==> src/rtl/pulse_shortener_pkg.sv <==
// Shared definitions for the pulse shortener: FSM encodings and counter sizing.
package pulse_shortener_pkg;

   localparam logic [1:0] ST_IDLE     = 2'd0;
   localparam logic [1:0] ST_ACTIVE   = 2'd1;
   localparam logic [1:0] ST_WAIT_LOW = 2'd2;
   localparam logic [1:0] ST_HOLDOFF  = 2'd3;

   typedef enum logic [1:0] {
      S_IDLE     = ST_IDLE,
      S_ACTIVE   = ST_ACTIVE,
      S_WAIT_LOW = ST_WAIT_LOW,
      S_HOLDOFF  = ST_HOLDOFF
   } ps_state_e;

   function automatic int ps_cnt_width(input int pulse_length, input int holdoff);
      int m;
      m = (pulse_length > holdoff) ? pulse_length : holdoff;
      return (m + 1 > 1) ? $clog2(m + 1) : 1;
   endfunction

endpackage

==> src/rtl/pulse_shortener_rising_edge_detector.sv <==
// Registered previous-value edge detector; prev clears on reset so a held-high
// input is seen as a rising edge at the first clock after release.
module rising_edge_detector (
   input  logic clock,
   input  logic reset,
   input  logic sig_in,
   output logic rise
);

   logic prev;

   always_ff @(posedge clock or posedge reset) begin
      if (reset) prev <= 1'b0;
      else       prev <= sig_in;
   end

   assign rise = sig_in & ~prev;

endmodule

==> src/rtl/pulse_shortener.sv <==
// Regenerates a bounded pulse of at most PULSE_LENGTH cycles with a hold-off gap.
// Optional input-width measurement: define PULSE_SHORTENER_WIDTH_MEASURE_EN.
module pulse_shortener
   import pulse_shortener_pkg::*;
#(
   parameter int PULSE_LENGTH = 1,
   parameter int HOLDOFF      = 0,
   parameter int WIDTH_WIDTH  = 8
) (
   input  logic                   clock,
   input  logic                   reset,
   input  logic                   pulse_in,
   output logic                   pulse_out,
   output logic                   truncated,
   output logic                   dropped,
   output logic [WIDTH_WIDTH-1:0] width_value,
   output logic                   width_valid,
   output logic                   width_overflow
);

   localparam int CNT_W = ps_cnt_width(PULSE_LENGTH, HOLDOFF);
   localparam logic [CNT_W-1:0] PL_LOAD = CNT_W'(PULSE_LENGTH - 1);
   localparam logic [CNT_W-1:0] HO_LOAD = (HOLDOFF > 0) ? CNT_W'(HOLDOFF - 1) : '0;
   localparam logic [CNT_W-1:0] CNT_ONE = CNT_W'(1);

   ps_state_e        state, state_nxt;
   logic [CNT_W-1:0] cnt, cnt_nxt;
   logic             rise;
   logic             trunc_nxt;
   logic             drop_nxt;

   rising_edge_detector u_edge (
      .clock  (clock),
      .reset  (reset),
      .sig_in (pulse_in),
      .rise   (rise)
   );

   always_comb begin
      state_nxt = state;
      cnt_nxt   = cnt;
      trunc_nxt = 1'b0;
      drop_nxt  = 1'b0;
      unique case (state)
         S_IDLE: begin
            if (rise) begin
               state_nxt = S_ACTIVE;
               cnt_nxt   = PL_LOAD;
            end
         end
         S_ACTIVE, S_WAIT_LOW: begin
            if (!pulse_in) begin
               if (HOLDOFF == 0) begin
                  state_nxt = S_IDLE;
               end else begin
                  state_nxt = S_HOLDOFF;
                  cnt_nxt   = HO_LOAD;
               end
            end else if (state == S_ACTIVE) begin
               if (cnt == '0) begin
                  state_nxt = S_WAIT_LOW;
                  trunc_nxt = 1'b1;
               end else begin
                  cnt_nxt = cnt - CNT_ONE;
               end
            end
         end
         S_HOLDOFF: begin
            // Edges here are swallowed, including the one on the exiting clock.
            drop_nxt = rise;
            if (cnt == '0) state_nxt = S_IDLE;
            else           cnt_nxt   = cnt - CNT_ONE;
         end
         default: state_nxt = S_IDLE;
      endcase
   end

   always_ff @(posedge clock or posedge reset) begin
      if (reset) begin
         state     <= S_IDLE;
         cnt       <= '0;
         pulse_out <= 1'b0;
         truncated <= 1'b0;
         dropped   <= 1'b0;
      end else begin
         state     <= state_nxt;
         cnt       <= cnt_nxt;
         pulse_out <= (state_nxt == S_ACTIVE);
         truncated <= trunc_nxt;
         dropped   <= drop_nxt;
      end
   end

`ifdef PULSE_SHORTENER_WIDTH_MEASURE_EN
   localparam logic [WIDTH_WIDTH-1:0] W_MAX = '1;
   localparam logic [WIDTH_WIDTH-1:0] W_ONE = WIDTH_WIDTH'(1);

   logic [WIDTH_WIDTH-1:0] wcnt;
   logic                   wsat;
   logic                   meas_busy;
   logic                   meas_done;

   // Returns {saturated, count}; saturated sticks once an increment is lost.
   function automatic logic [WIDTH_WIDTH:0] sat_inc(input logic sat_in,
                                                    input logic [WIDTH_WIDTH-1:0] v);
      if (v == W_MAX) return {1'b1, v};
      return {sat_in, v + W_ONE};
   endfunction

   assign meas_busy = (state == S_ACTIVE) || (state == S_WAIT_LOW);
   assign meas_done = meas_busy && !pulse_in;

   always_ff @(posedge clock or posedge reset) begin
      if (reset) begin
         wcnt           <= '0;
         wsat           <= 1'b0;
         width_value    <= '0;
         width_valid    <= 1'b0;
         width_overflow <= 1'b0;
      end else begin
         width_valid <= meas_done;
         if (state == S_IDLE && rise) begin
            wcnt <= W_ONE;
            wsat <= 1'b0;
         end else if (meas_busy && pulse_in) begin
            {wsat, wcnt} <= sat_inc(wsat, wcnt);
         end
         if (meas_done) begin
            width_value    <= wcnt;
            width_overflow <= wsat;
         end
      end
   end
`else
   assign width_value    = '0;
   assign width_valid    = 1'b0;
   assign width_overflow = 1'b0;
`endif

endmodule
==> config.mk <==
export PLATFORM = sky130hd
export DESIGN_NAME = pulse_shortener
export DESIGN_NICKNAME = d
export VERILOG_FILES = /design/src/rtl/pulse_shortener_pkg.sv /design/src/rtl/pulse_shortener_rising_edge_detector.sv /design/src/rtl/pulse_shortener.sv
export SDC_FILE = /design/constraint.sdc
export NUM_CORES = 1
export LEC_CHECK = 0
export CORE_AREA = 2 2 39 41
export CTS_BUF_LIST = sky130_fd_sc_hd__clkbuf_4 sky130_fd_sc_hd__clkbuf_8
export CTS_CLUSTER_DIAMETER = 50
export DETAILED_ROUTE_END_ITERATION = 10
export DIE_AREA = 0 0 41 43
export HOLD_SLACK_MARGIN = 0.12
export PLACE_DENSITY = 0.56
export SLEW_MARGIN = 10
export SYNTH_ARGS = -nofsm -noshare
export SYNTH_HDL_FRONTEND = slang
export SYNTH_SLANG_ARGS = --single-unit
export TNS_END_PERCENT = 50
==> constraint.sdc <==
create_clock -name clock -period 4.2 [get_ports clock]
set_clock_uncertainty 0.2 [all_clocks]
set_input_delay 0.42 -clock clock [delete_from_list [all_inputs] [get_ports clock]]
set_output_delay 0.42 -clock clock [all_outputs]
set_load 0.1 [all_outputs]
; ---- After elaboration in Yosys (flattened, before gate mapping)
; Cells that the tools add are included.
[classes]
add_sub_neg = 1
multipliers = 0
n_div = 0
magnitude_cmp = 0
eq_ne = 7
shifts = 0
muxes = 16
bitwise = 2
n_reduce_logical = 3
[op_table]
columns = operator, n
row1 = $mux W2, 5
row2 = $mux W1, 9
row3 = $ne A2 B2 Y1 const B, 3
row4 = $pmux W2 S3, 1
row5 = $eq A2 B1 Y1 const B, 2
row6 = $eq A2 B2 Y1 const B, 2
row7 = $pmux W1 S3, 1
row8 = $reduce_and A3 Y1, 1
row9 = $logic_not A2 Y1, 1
row10 = $reduce_or A2 Y1, 1
row11 = $and A1 B1 Y1, 1
row12 = $not A1 Y1, 1
row13 = $sub A1 B1 Y1 const B, 1
[word_totals]
regBits = 7
latchBits = 0
mem_bits_rw = 0
rom_bits = 0
memories = 0

; ---- Logic depth before layout (Yosys ltp)
; Gate-level depths: netlist of the first run.
[logic_depth]
word_depth = 5
ltp_mapped = 4

; ---- Modules after synthesis
; Synthesis of the first run repeated with hierarchy kept, for this count alone.
[hier_totals]
cells_unflattened = 35
area_unflattened_um2 = 352.8
[by_module_without_submodules]
columns = mod, n_inst, cells_per_inst, area_each_um2, seq_area_each_um2
row1 = pulse_shortener, 1, 32, 310.3, 125.1
row2 = rising_edge_detector, 1, 3, 42.5, 25.0

; ---- Worst setup path after synthesis of the first run
; Ideal clock, no wire load.
[synth_timing]
path_type = register to output
from = register dropped
to = output port dropped
arrival_ns = 0.883
slack_ns = 2.697
path_stages_with_launch = 1
cell_sequence = dfrtp_1
[synth_rtl]
columns = item, line_no
row1 = start: declaration, pulse_shortener.sv:15  ; output logic dropped,
row2 = start signal: assignment, pulse_shortener.sv:90  ; dropped <= drop_nxt;
; No word-level cell between the ends.

; ---- Final worst setup path of the first run
[layout_timing]
from = register truncated
to = output port truncated
[layout_rtl]
columns = item, line_no
row1 = start: declaration, pulse_shortener.sv:14  ; output logic truncated,
row2 = start signal: assignment, pulse_shortener.sv:89  ; truncated <= trunc_nxt;
; No word-level cell between the ends.

==> results.yml, run 1 <==
hold_path:
  hold_class: "in2async"
timing:
  setup_viol: 0
  period_share_pct: 54.5
  hold_viol: 0
  slew_headroom_pct: 36.0
  rsz0062_at_grt: "false"
  fin_crit_ns: 2.29
  max_freq_ghz: 0.437
  fin_tns_setup_ns: 0
  worstMarginPinSlew_ns: 0.958
  slew_violations: 0
clock_network:
  cts.sinks: 6
  cts_tree: "built"
  ctsResizeCount: 0
  clk_path_buf_depth: 2
  path_clk_slew_ns: 0.04
  cts.htree.levels: 1
  root_buffer: "clkbuf_4"
  cts_inserted_buffers: 3
  postCtsSetupRepairBufs: 0
  ctsHoldBuffers: 0
  clock_latency_ns: 0.24
routing:
  totalWireLength_um: 447
  wl_per_cell_um: 7.71
  vias: 204
  dr.pass1.iters: 3
  ant_nets: 0
  drt_iter0_drc: 3
  drc: 0
  vias_per_cell: 3.52
logic_synthesis:
  seq_area_frac_synth_pct: 42.9
  ys_ff_latch: 6
  yosysWarnings: 0
  synth_area_sq_um: 350
  synth_cell_types: 14
  syn_area_per_cell_sq_um: 10.0
  synth_cells: 35
worst_setup_path:
  slowest_delay_ns: 1.12
  crit_path_start_kind: "flop"
  crit_slowest_cell: "clkdlybuf4s50_1"
  arrival_ns: 1.67
  r2r-end: "state[1]$_DFF_PP0_"
  reg2reg_from: "state[0]$_DFF_PP0_"
  ff2ff_setup_slack_ns: 2.79
  path_class: "reg2out"
  critPathBufInv: 1
  r2r_cells: 4
  cp_cell_sequence: "clkdlybuf4s50_1"
  path_depth: 1
  cp-end-kind: "output pin"
  critPathTopFamily: "buffers and inverters"
  crit_fanout: 1
  required_ns: 3.58
global_route:
  grt_pass1_wl_um: 607
  antenna_found_initial: 0
  overflow: 0
  grt.total_usage_pct: 5.43
  grt_max_degree: 7
  grt_pass1_vias: 163
floorplanning:
  start_util_pct: 25.3
  core_area_sq_um: 1380
  die_area_sq_um: 1760
  chipWidth_um: 41
  num_rows: 14
  ios: 16
  die_h_um: 43
placement:
  placedCellCount: 55
  place.gp.congestion: 0.703
  post-dp-hpwl_um: 355
  io_buffer_count: 5
cells_and_area:
  multi_input_area_sq_um: 140
  antenna_cells: 0
  layoutNonFillerInstCount: 58
  area_delta_synth_final_pct: 14.6
  nFillCells: 158
  drive_gt1_share_pct: 9.52
  register_area_sq_um: 150
  nets: 50
job:
  maxCapViolations: 0
pwr:
  p_leak_uw: 0.000202
  power_density_nw_per_um2: 718
  irDropWorstVdd_mv: 0.163
run_status:
  status: "complete, no violations"
==> flip-flops by register name, summed over array words and instances (netlist names) <==
| register | flops |
|---|---|
| u_edge.prev | 1 |
| pulse_out | 1 |
| dropped | 1 |
| truncated | 1 |
| state | 2 |
==> synth_stat cells <==
library cell  count  share of area, %
nand2_1           1               1.1
nor2b_1           1               1.8
dfrtp_1           6                43
conb_1            1               1.1
and2_2            1               2.1
nor2_1            1               1.1
nand2b_1          2               3.6
buf_4            10                21
a32o_1            1               2.9
inv_1             5               5.4
o211ai_1          1               2.1
ha_1              3                11
a21oi_1           1               1.4
nand4b_1          1               2.5
==> layer usage <==
layer / up-vias / GRT usage [%] / routed length (um)
met5: - / 0 / 0
met3: 0 / 1.57 / 51
met2: 10 / 7.19 / 196
met4: 0 / 6.00 / 0
met1: 92 / 6.15 / 198
li1: 102 / - / -
==> area by class of cell <==
type,instances,share of cell area [%]
multi-input combinational,23,34.9
inverter,5,4.67
sequential,6,37.4
timing repair buffer,5,12.5
clock buffer,3,5.61
tap,16,4.98
==> per-stage QoR <==
stage	hold slack [ns]	total power, uW	setup slack, ns	utilization (%)	instance area, sq um
floorplan	0.0110	220	2.70	-	384
global placement	0.374	238	2.16	27.4	379
detailed placement	0.374	239	2.16	27.4	379
CTS	0.206	292	1.90	29.0	402
global route	0.240	303	1.86	29.0	402
finish	0.200	288	1.91	29.0	402
==> worst max-delay path by stage <==
stage,startpoint,end
after floorplan,dropped$_DFF_PP0_,dropped
after global placement,pulse_out$_DFF_PP0_,pulse_out
after detailed placement,pulse_out$_DFF_PP0_,pulse_out
after CTS,pulse_out$_DFF_PP0_,pulse_out
after global routing,pulse_out$_DFF_PP0_,pulse_out
final,truncated$_DFF_PP0_,truncated
==> power by group <==
group / total, uW / leakage [uW] / internal [uW] / switching, uW
Sequential: 81.8 / 0.0000778 / 72.1 / 9.71
Clock: 51.6 / 0.0000138 / 32.2 / 19.3
Combinational: 155 / 0.000110 / 36.3 / 119
==> layout by cell type (no fill, tap or decap) <==
master / netlist / layout
inv_1: 5 / 5
clkdlybuf4s50_1: 0 / 5
dfrtp_1: 6 / 6
clkbuf_4: 0 / 3
a21oi_1: 1 / 1
o211ai_1: 1 / 1
nor2_1: 1 / 1
ha_1: 3 / 3
nand4b_1: 1 / 1
nand2b_1: 2 / 2
conb_1: 1 / 10
nand2_1: 1 / 1
nor2b_1: 1 / 1
a32o_1: 1 / 1
and2_2: 1 / 1
==> cells by family after synthesis <==
family	Yosys count	synth area share, %
compound gates	3	6.43
fa+ha+maj	3	10.7
buf+inv	15	26.8
flops	6	42.9
other cells	1	1.07
simple gates	7	12.1
Note: power is estimated with default switching activity, not from simulation.
==> inputs of run 2 (changes only) <==
--- a/config.mk
+++ b/config.mk
@@ -11,7 +11,7 @@
 export DETAILED_ROUTE_END_ITERATION = 10
 export DIE_AREA = 0 0 41 43
 export HOLD_SLACK_MARGIN = 0.12
-export PLACE_DENSITY = 0.56
+export PLACE_DENSITY = 0.58
 export SLEW_MARGIN = 10
 export SYNTH_ARGS = -nofsm -noshare
 export SYNTH_HDL_FRONTEND = slang
==> constraint.sdc (replaced) <==
create_clock -name clock -period 2 [get_ports clock]
set_clock_uncertainty 0.2 [all_clocks]
set_input_delay 0.2 -clock clock [delete_from_list [all_inputs] [get_ports clock]]
set_output_delay 0.2 -clock clock [all_outputs]
set_load 0.1 [all_outputs]
==> run 2 against run 1 <==
Die area did not move. Total power increased by 110%. Critical endpoint is now state[1]$_DFF_PP0_. Worst setup slack worse by 1.3 ns. Sequential share of layout area shrank 0.23 points. Count of clock-buffer cells in the layout is the same. Non-clock buffer count increased by 1. Utilization is 0.18 points higher. Clock power rose by 120%. Largest power group unchanged. Wire length grew 13%.
==> results.yml, run 2 (synthesis results as in run 1) <==
timing:
  slew_violations: 0
  worst_slack_ns: 0.575
  rsz0062_at_grt: "false"
  period_share_pct: 71.2
  max_freq_ghz: 0.702
  hold_viol: 0
  fin_crit_ns: 1.42
  fin_tns_setup_ns: 0
  hold-worst-slack_ns: 0.322
  setup_viol: 0
placement:
  post-dp-hpwl_um: 388
  pre_cts_ws_ns: 0.524
  place.gp.congestion: 0.658
  io_buffer_count: 5
floorplanning:
  num_rows: 14
  die_h_um: 43
  chipWidth_um: 41
  core_area_sq_um: 1380
  ios: 16
  start_util_pct: 25.3
  die_area_sq_um: 1760
cells_and_area:
  most-common-layout-cells: "10 x conb_1, 6 x dfrtp_1, 5 x inv_1"
  top_register: "state"
  largest_reg_flops: 2
  layout_commonest_cell: "conb_1"
  drive_gt1_share_pct: 16.3
  fin_util_pct: 29.2
  nets: 51
  nFillCells: 155
  antenna_cells: 0
  area_delta_synth_final_pct: 15.4
pwr:
  p_total_uw: 612
  power_frac_comb_pct: 53.2
  p_leak_uw: 0.000211
  power.switching_uw: 321
  switching_share_pct: 52.3
  seq_power_share_pct: 28.1
  irDropWorstVdd_mv: 0.251
  clockPowerShare_pct: 18.7
  power_density_nw_per_um2: 1520
  intPower_uw: 292
global_route:
  grt.total_usage_pct: 6.65
  overflow: 0
  grt_pass1_wl_um: 683
  antenna_found_initial: 0
  grt_pass1_vias: 187
  grt_max_degree: 7
worst_setup_path:
  crit_fanout: 5
  path_depth: 4
  crit_path_start_kind: "flop"
  cp_cell_sequence: "inv_1, ha_1, nor2b_1, a32o_1"
  crit_slowest_cell: "dfrtp_1"
  slowest_delay_ns: 0.41
  required_ns: 1.93
  critPathBufInv: 1
  r2r_cells: 4
  critPathTopFamily: "flip-flops"
  cp-end-kind: "flop"
  arrival_ns: 1.36
  path_class: "reg2reg"
routing:
  wl_per_cell_um: 8.54
  vias_per_cell: 3.66
  dr.pass1.iters: 2
  vias: 216
  drc: 0
  totalWireLength_um: 504
  ant_nets: 0
  drt_iter0_drc: 3
clock_network:
  cts_inserted_buffers: 3
  cts.htree.levels: 1
  cts.sinks: 6
  path_clk_slew_ns: 0.05
  clock_latency_ns: 0.25
  ctsHoldBuffers: 1
  clk_path_buf_depth: 2
  root_buffer: "clkbuf_4"
  cts_tree: "built"
  ctsResizeCount: 0
  postCtsSetupRepairBufs: 0
hold_path:
  min_path_cells: 1
  hold_class: "in2reg"
job:
  maxCapViolations: 0
run_status:
  status: "complete, no violations"
## run 2: cell types whose count changed in the layout (fill, tap and decap cells not counted), sizes merged
cell,change
buf,+3
dlygate4sd3,+1
clkdlybuf4s50,-3
## run 2: worst paths after layout
path                                       startpoint                     to  slack [ns]
worst max-delay path               state[0]$_DFF_PP0_     state[1]$_DFF_PP0_        0.58
worst min-delay path                         pulse_in  u_edge.prev$_DFF_PP0_        0.32
worst max register to register     state[0]$_DFF_PP0_     state[1]$_DFF_PP0_        0.58
worst min register to register  u_edge.prev$_DFF_PP0_      dropped$_DFF_PP0_        0.37
max in group asynchronous                       reset     state[1]$_DFF_PP0_        0.88
min in group asynchronous                       reset  u_edge.prev$_DFF_PP0_        0.54
## run 2: stage by stage
stage | std cells | instance area (sq um)
finish | 59 | 404
global route | 59 | 404
CTS | 59 | 404
detailed placement | 55 | 372
global placement | 55 | 372
floorplan | 44 | 384
## run 2: routing by layer
layer | vias up | share of wire [%] | wire [um] | track usage [%]
met1 | 95 | 43 | 215 | 5.19
met4 | 0 | 2.0 | 10 | 8.00
met5 | - | 0 | 0 | 0
met3 | 2 | 9.9 | 50 | 4.71
met2 | 13 | 45 | 229 | 9.06
li1 | 106 | - | - | -
## run 2: area by class of cell
class / instances / area (sq um) / share of cell area (%)
sequential: 6 / 150 / 37.2
timing repair buffer: 6 / 52.6 / 13.0
tap: 16 / 20.0 / 4.95
clock buffer: 3 / 22.5 / 5.57
inverter: 5 / 18.8 / 4.64
multi-input combinational: 23 / 140 / 34.7
## run 2: power by group through the flow
stage,Combinational [uW],Clock (uW),Sequential (uW)
detailed placement,324,0,175
finish,326,114,172
floorplan,180,0,282
global placement,320,0,174
global route,344,126,176
CTS,328,119,172
==> patch: new RTL, settings of run 2 <==
`HOLDOFF`: 0 -> 1.
--- a/src/rtl/pulse_shortener.sv
+++ b/src/rtl/pulse_shortener.sv
@@ -6,3 +6,3 @@
    parameter int PULSE_LENGTH = 1,
-   parameter int HOLDOFF      = 0,
+   parameter int HOLDOFF      = 1,
    parameter int WIDTH_WIDTH  = 8
Function: changed (Yosys sat finds a counterexample within 4 cycles, from zero or initial values and one cycle with reset high).
==> patch against run 2 <==
- cell area is 7.4% higher
- cell count is 3.4% higher
- setup slack worse by 170 ps
- count of clock-buffer cells in the layout stayed put
- synthesized area is 8.6% higher
- wire length is 5.0% higher
- sequential cell count stayed put
- critical endpoint is now pulse_out$_DFF_PP0_
Power is left out: the tool's default activity adds up to more than one toggle a clock period on the data nets, which glitch-free logic cannot reach.
==> patch: results (changes against run 2) <==
metric	value	unit	change
aggregate global-route resource usage	6.95	%	+0.30 points
outcome	finished, final reports clean		
Fill cells	149		-3.9%
R2R Setup Slk	410	ps	-170 ps
synth cell count leaders	10 x sky130_fd_sc_hd__buf_4, 6 x sky130_fd_sc_hd__dfrtp_1, 5 x sky130_fd_sc_hd__ha_1		
Vias/cell	3.75		+2.5%
Register-to-Register Path Depth	5		+1
placed cell count	57		+3.6%
number of buffers on the longest clock path	2		unchanged
Data arrival, critical path	1510	ps	+150 ps
RD Place Congestion	0.713		+8.3%
filler-free cell count of the finished design	61		+3.4%
Placed Instance Area	402	um^2	+8.1%
top cells by area in the synthesized netlist	sky130_fd_sc_hd__dfrtp_1 39%, sky130_fd_sc_hd__buf_4 20%, sky130_fd_sc_hd__ha_1 16%		
vias in the first global route	214		+14%
sequential element share of the synthesized area	39.5	%	-3.4 points
pre-CTS setup slack	394	ps	-130 ps
iteration-0 DRC count of the detailed router	1		-2
largest fanout on the critical path	6		+1
ratio of cells with drive above 1 in the final layout	15.6	%	-0.72 points
net count reported at finish	55		+7.8%
post-detailed-route count of antenna-violating nets	0		unchanged
capture point of the worst path	pulse_out$_DFF_PP0_		
final clock period utilization by the worst path	79.7	%	+8.5 points
average instance area after synthesis	10.3	um^2	+2.7%
routed wirelength normalized by instance count	8.67	um	+1.5%
==> patch: kinds of logic (layout without fill, tap and decap cells) <==
| logic type | count (synthesis) | count (layout) | synth area share, % |
|---|---|---|---|
| compound gates | 5 | 5 | 9.21 |
| fa+ha+maj | 5 | 5 | 16.4 |
| buf+inv | 14 | 13 | 23.7 |
| flops | 6 | 6 | 39.5 |
| mux | 1 | 1 | 2.63 |
| other cells | 1 | 10 | 0.986 |
| simple gates | 5 | 5 | 7.57 |
==> patch: cell type report <==
cell class / count / area (um^2) / area share [%]
Inverter: 4 / 15.0 / 3.46
Multi-Input combinational cell: 26 / 174 / 40.1
Tap cell: 16 / 20.0 / 4.61
Clock buffer: 3 / 22.5 / 5.19
Sequential cell: 6 / 150 / 34.6
Timing Repair Buffer: 6 / 52.6 / 12.1
==> patch: layer usage <==
layer	wire length (um)	vias up	track usage [%]	part of all wire, %
met5	0	-	0	0
met2	243	13	10.3	46
met1	209	104	7.47	40
li1	-	112	-	-
met4	0	0	4.00	0
met3	76	0	3.66	14
